===== src/rtl/scrub_mon_poller_pkg.sv =====
// Shared types and constants for the scrub monitor poller: FSM states,
// monitor register addresses and counter sizing.
package scrub_mon_poller_pkg;

  typedef enum logic [2:0] {
    IDLE,
    RD_IRQ,
    RD_CYC,
    GAP,
    UPDATE
  } state_t;

  localparam int unsigned ADDR_IRQ = 0;
  localparam int unsigned ADDR_CYC = 1;

  // Counter width able to hold 0..limit-1, never narrower than one bit.
  function automatic int cnt_w(input int limit);
    return (limit > 1) ? $clog2(limit) : 1;
  endfunction

endpackage


===== src/rtl/scrub_mon_poller_counter.sv =====
// Generic up-counter with synchronous clear (priority) and count enable.
module scrub_mon_poller_counter #(
  parameter int WIDTH = 1
) (
  input  logic             clk,
  input  logic             rst,
  input  logic             clear,
  input  logic             enable,
  output logic [WIDTH-1:0] count
);

  always_ff @(posedge clk) begin
    if (rst || clear) count <= '0;
    else if (enable)  count <= count + 1'b1;
  end

endmodule


===== src/rtl/scrub_mon_poller.sv =====
// Periodically reads the scrub monitor IRQ and cycles-per-bit-flip registers
// over REG_BUS and raises sticky alarm / bus-error / timeout flags.
module scrub_mon_poller
  import scrub_mon_poller_pkg::*;
#(
  parameter int BUS_ADDR_WIDTH = 8,
  parameter int DATA_WIDTH     = 32,
  parameter int POLL_PERIOD    = 1000,
  parameter int TIMEOUT        = 64,
  parameter int BF_THRESH      = 100
) (
  input  logic                      clk_i,
  input  logic                      rst_i,
  input  logic                      enable_i,
  input  logic                      start_i,
  input  logic                      clear_i,
  output logic [BUS_ADDR_WIDTH-1:0] reg_addr_o,
  output logic                      reg_write_o,
  output logic [DATA_WIDTH-1:0]     reg_wdata_o,
  output logic [DATA_WIDTH/8-1:0]   reg_wstrb_o,
  output logic                      reg_valid_o,
  input  logic [DATA_WIDTH-1:0]     reg_rdata_i,
  input  logic                      reg_ready_i,
  input  logic                      reg_error_i,
  output logic                      irq_flag_o,
  output logic [DATA_WIDTH-1:0]     cyc_per_bf_o,
  output logic                      sample_valid_o,
  output logic                      alarm_o,
  output logic                      bus_err_o,
  output logic                      timeout_o,
  output logic                      busy_o
);

  localparam int PW = cnt_w(POLL_PERIOD);
  localparam int TW = cnt_w(TIMEOUT);

  state_t                state, state_next;
  logic                  gap_cyc, gap_cyc_next;  // GAP leads on to RD_CYC rather than IDLE
  logic                  hold_irq;
  logic [DATA_WIDTH-1:0] hold_cyc;
  logic [PW-1:0]         per_cnt;
  logic [TW-1:0]         wait_cnt;
  logic                  in_rd, done, expire, go;
  logic                  set_alarm, set_berr, set_tmo;

  assign in_rd  = (state == RD_IRQ) || (state == RD_CYC);
  assign done   = in_rd && (reg_ready_i || reg_error_i);
  assign expire = in_rd && !done && (wait_cnt == TW'(TIMEOUT - 1));
  assign go     = (state == IDLE) &&
                  (start_i || (enable_i && per_cnt == PW'(POLL_PERIOD - 1)));

  scrub_mon_poller_counter #(.WIDTH(PW)) u_period (
    .clk    (clk_i),
    .rst    (rst_i),
    .clear  (!enable_i || state != IDLE || go),
    .enable (1'b1),
    .count  (per_cnt)
  );

  scrub_mon_poller_counter #(.WIDTH(TW)) u_wait (
    .clk    (clk_i),
    .rst    (rst_i),
    .clear  (!in_rd || done || expire),
    .enable (1'b1),
    .count  (wait_cnt)
  );

  always_comb begin
    state_next   = state;
    gap_cyc_next = gap_cyc;
    case (state)
      IDLE: if (go) state_next = RD_IRQ;
      RD_IRQ, RD_CYC: begin
        // error takes precedence over ready when both are seen
        if (reg_error_i) begin
          state_next   = GAP;
          gap_cyc_next = 1'b0;
        end else if (reg_ready_i) begin
          if (state == RD_IRQ) begin
            state_next   = GAP;
            gap_cyc_next = 1'b1;
          end else begin
            state_next = UPDATE;
          end
        end else if (expire) begin
          state_next   = GAP;
          gap_cyc_next = 1'b0;
        end
      end
      GAP:     state_next = gap_cyc ? RD_CYC : IDLE;
      UPDATE:  state_next = IDLE;
      default: state_next = IDLE;
    endcase
  end

  assign set_alarm = (state == UPDATE) &&
                     (hold_irq || (hold_cyc != '0 && hold_cyc < DATA_WIDTH'(BF_THRESH)));
  assign set_berr  = in_rd && reg_error_i;
  assign set_tmo   = expire;

  always_ff @(posedge clk_i) begin
    if (rst_i) begin
      state        <= IDLE;
      gap_cyc      <= 1'b0;
      hold_irq     <= 1'b0;
      hold_cyc     <= '0;
      irq_flag_o   <= 1'b0;
      cyc_per_bf_o <= '0;
      alarm_o      <= 1'b0;
      bus_err_o    <= 1'b0;
      timeout_o    <= 1'b0;
    end else begin
      state   <= state_next;
      gap_cyc <= gap_cyc_next;
      if (state == RD_IRQ && reg_ready_i && !reg_error_i) hold_irq <= reg_rdata_i[0];
      if (state == RD_CYC && reg_ready_i && !reg_error_i) hold_cyc <= reg_rdata_i;
      // outputs only move as a pair, once both reads have succeeded
      if (state == UPDATE) begin
        irq_flag_o   <= hold_irq;
        cyc_per_bf_o <= hold_cyc;
      end
      alarm_o   <= (alarm_o   && !clear_i) || set_alarm;
      bus_err_o <= (bus_err_o && !clear_i) || set_berr;
      timeout_o <= (timeout_o && !clear_i) || set_tmo;
    end
  end

  assign reg_valid_o    = in_rd;
  assign reg_addr_o     = (state == RD_CYC) ? BUS_ADDR_WIDTH'(ADDR_CYC) : BUS_ADDR_WIDTH'(ADDR_IRQ);
  assign reg_write_o    = 1'b0;
  assign reg_wdata_o    = '0;
  assign reg_wstrb_o    = '0;
  assign sample_valid_o = (state == UPDATE);
  assign busy_o         = (state != IDLE);

endmodule


===== config.mk =====
export PLATFORM = sky130hd
export DESIGN_NAME = scrub_mon_poller
export DESIGN_NICKNAME = d
export VERILOG_FILES = /design/src/rtl/scrub_mon_poller_pkg.sv /design/src/rtl/scrub_mon_poller_counter.sv /design/src/rtl/scrub_mon_poller.sv
export SDC_FILE = /design/constraint.sdc
export NUM_CORES = 1
export LEC_CHECK = 0
export CAP_MARGIN = 40
export CORE_UTILIZATION = 45
export DETAILED_ROUTE_END_ITERATION = 16
export DONT_BUFFER_PORTS = 1
export GPL_ROUTABILITY_DRIVEN = 0
export GPL_TIMING_DRIVEN = 0
export REMOVE_ABC_BUFFERS = 1
export SETUP_SLACK_MARGIN = 0.02
export SLEW_MARGIN = 20
export SYNTH_ARGS = -nofsm -noshare
export SYNTH_HDL_FRONTEND = slang
export SYNTH_SLANG_ARGS = --single-unit
export TNS_END_PERCENT = 10

===== constraint.sdc =====
create_clock -name clk_i -period 1.91 [get_ports clk_i]
set_clock_uncertainty 0.15 [all_clocks]
set_input_delay 0.382 -clock clk_i [delete_from_list [all_inputs] [get_ports clk_i]]
set_output_delay 0.382 -clock clk_i [all_outputs]
set_load 0.05 [all_outputs]

==> impl_metrics.csv <==
group,metric,value,unit
critical_path,crit_buf_inv,1,
yosys,synth_edf_count,0,
cts,cts_num_sinks,89,
floorplanning,ioPinCount,123,
critical_path,crit_path_end_kind,"output port",
yosys,synth.area.mux_share,0,%
timing,slew_viol_final,0,
cts,root_buffer,"clkbuf_8",
finish,syn_to_final_growth,5.62,%
timing,setup_viol,0,
routing,wirelength,7.89,mm
cts,clkLatencyLatePin,0.35,ns
yosys,synth_cells,468,
yosys,synthSimpleGateAreaFrac,23.7,%
yosys,seq_area_frac_synth,48.5,%
cts,cts_tree,"built",
yosys,ys_seq_elements,89,
status,violations,"hold timing",
floorplanning,dieWidth,92.4,µm
floorplanning,die_h,92.4,µm
routing,drt_iter0_markers,89,
cts,ctsHoldBuffers,2,
placed_design,hpwl,4.71,mm
timing,slew-limit-headroom,53.4,%
yosys,synth_top_area_cell,"dfxtp_1",
cts,clkTransAtPathRegs,0.09,ns
yosys,synth_compound_area_share,11.3,%
timing,finalHoldViolCount,70,
critical_path,crit_family,"simple AND/OR/NAND/NOR gates",
yosys,ys_top_cells_by_area,"dfxtp_1, nand2_1, a21oi_1",
yosys,ys_top_cells_by_count,"nand2_1, dfxtp_1, a21oi_1",
yosys,yosysMostFrequentCell,"nand2_1",
routing,dr_total_vias,2823,
cts,cts_buffer_depth,2,
global_routing,overflow,0,
routing,ant_nets,0,
status,outcome,"finished, violations left",
hold_path,hp-class,"input pin to flip-flop",
timing,timing.final.crit_share,99.1,%
power_and_ir_drop,power.density,904,nW/µm²
critical_path,required,1.38,ns
global_routing,grt_pass1_wl,12.5,mm
critical_path,worstPathArrival,1.36,ns
power_and_ir_drop,leakagePower,1.31,nW
yosys,synth_top_family_by_area,"simple AND/OR/NAND/NOR gates",
placed_design,port_buffers,0,
timing,min_period,1.89,ns
global_routing,grt_max_degree,76,
yosys,synth-xor-area-share,3.10,%
floorplanning,start_util,47.1,%
yosys,synth_top_area_share,48.5,%
critical_path,critical_path_cell_count,3,
routing,viasPerCell,5.00,
cts,cts_inserted_buffers,9,
critical_path,slowest_delay,0.43,ns
power_and_ir_drop,peakVddDrop,376,µV
global_routing,grt_pass1_vias,2511,
timing,fin_tns_setup,0,ns
floorplanning,dieArea,8530,µm²
hold_path,hold_depth,1,
routing,wl_per_cell,14.0,µm
routing,drc,0,
yosys,synth_adder_area_share,0.681,%
finish,fin_nets,500,
floorplanning,rows,32,
critical_path,rr_worst_depth,4,
timing,whs,-0.0631,ns
critical_path,worstSetupPathType,"flip-flop to output port",
global_routing,grtUsageTotal,18.8,%
critical_path,cp-start-kind,"flip-flop",
yosys,avgSynthCellArea,7.85,µm²
timing,grt_setup_unrepaired,"true",
critical_path,cpMaxStageDelayCell,"dfxtp_4",
floorplanning,coreArea,7810,µm²
yosys,synthFlopType,"dfxtp_1",
yosys,synth_warnings,0,
critical_path,critical_path.max_fanout,9,
yosys,synth_cell_type_count,33,
timing,tightest_slew,0.696,ns
finish,antenna_cells,0,
timing,fmax,528,MHz
critical_path,crit_path_cell_trace,"nor3b_4 > buf_6 > or2_4",
global_routing,grt_antenna_before_repair,0,
yosys,syn_area,3680,µm²
yosys,async_flop_share,0,%
cts,htreeDepth,3,
finish,fillers,776,
routing,drtPass1Iterations,4,
finish,layout-drive-gt1-share,8.64,%
job,max_cap_viol_count,0,
## metal layers
layer  part of all wire, %  vias to the layer above  GRT usage (%)  wire, µm
li1                      -                     1412              -         -
met1                    45                     1296           25.0      3530
met2                    47                      102           29.6      3710
met3                   6.3                       13           3.78       493
met4                   1.9                        0           8.20       148
met5                     0                        -              0         0
## timing repair
item / in CTS / in global routing
setup endpoints to repair: 80 / 49
gates cloned: 2 / 0
pin swaps: 2 / 1
buffers inserted: 0 / 2
resized for setup: 17 / 9
hold endpoints to repair: 73 / 71
## worst paths after layout
path                endpoint  slack (ns)             from
min          cyc_per_bf_o[9]       -0.06            rst_i
max              reg_valid_o        0.02         state[1]
min reg2reg  u_wait.count[0]        0.27  u_wait.count[0]
max reg2reg          alarm_o        0.09      hold_cyc[2]
## state kept, by name (all words and copies together), names as in the netlist
| signal | cells |
|---|---|
| irq_flag_o | 1 |
| cyc_per_bf_o | 32 |
| timeout_o | 1 |
| hold_irq | 1 |
| bus_err_o | 1 |
| alarm_o | 1 |
| u_wait.count | 6 |
| hold_cyc | 32 |
| gap_cyc | 1 |
| state | 3 |
| u_period.count | 10 |
## cells in the final DEF, fill, tap and decap left out, drive strengths merged, types with 3 or more instances in the layout
cell    Yosys  final
buf        53      4
nor3        6      6
nor2b       3      3
xor2        5      5
xnor2       8      8
nor4        7      7
a21oi      71     71
dfxtp      89     89
nand2     140    141
inv         6      6
nand4       4      4
conb        1     44
clkbuf     18     12
clkinv      1      4
nand3       8      8
or3         3      3
nor2       26     26
## cell type report
type	count	area (µm²)	area share (%)
clock buffer	12	145	3.74
timing repair inverter	1	8.76	0.226
multi-input combinational	345	1680	43.2
timing repair buffer	6	57.6	1.48
clock inverter	3	17.5	0.451
tap	102	128	3.29
sequential	89	1800	46.2
inverter	7	52.6	1.35
## cell families after synthesis
logic type,Yosys count
flip-flops,89
XOR/XNOR,13
AND/OR/NAND/NOR,207
other,1
buffers and inverters,78
adder cells (fa/ha/maj),2
AO/OA/AOI/OAI,78
## power by group
part | total [W] | internal, W | switching, W
Sequential | 0.00194 | 0.00189 | 0.0000527
Combinational | 0.000454 | 0.000105 | 0.000349
Clock | 0.00112 | 0.000499 | 0.000618
## through the flow
stage,instances,instance area (µm²),utilization (%),setup WS (ns),total power (W)
after floorplan,440,3400,-,-1.33,0.00231
after detailed placement,544,3560,45.6,-0.771,0.00237
final,565,3880,49.7,0.0164,0.00351
after global placement,542,3520,45.1,-1.98,0.00235
after global routing,565,3880,49.7,-0.0534,0.00367
after CTS,563,3840,49.2,-0.0293,0.00352
Power figures use the tool's default switching activity.
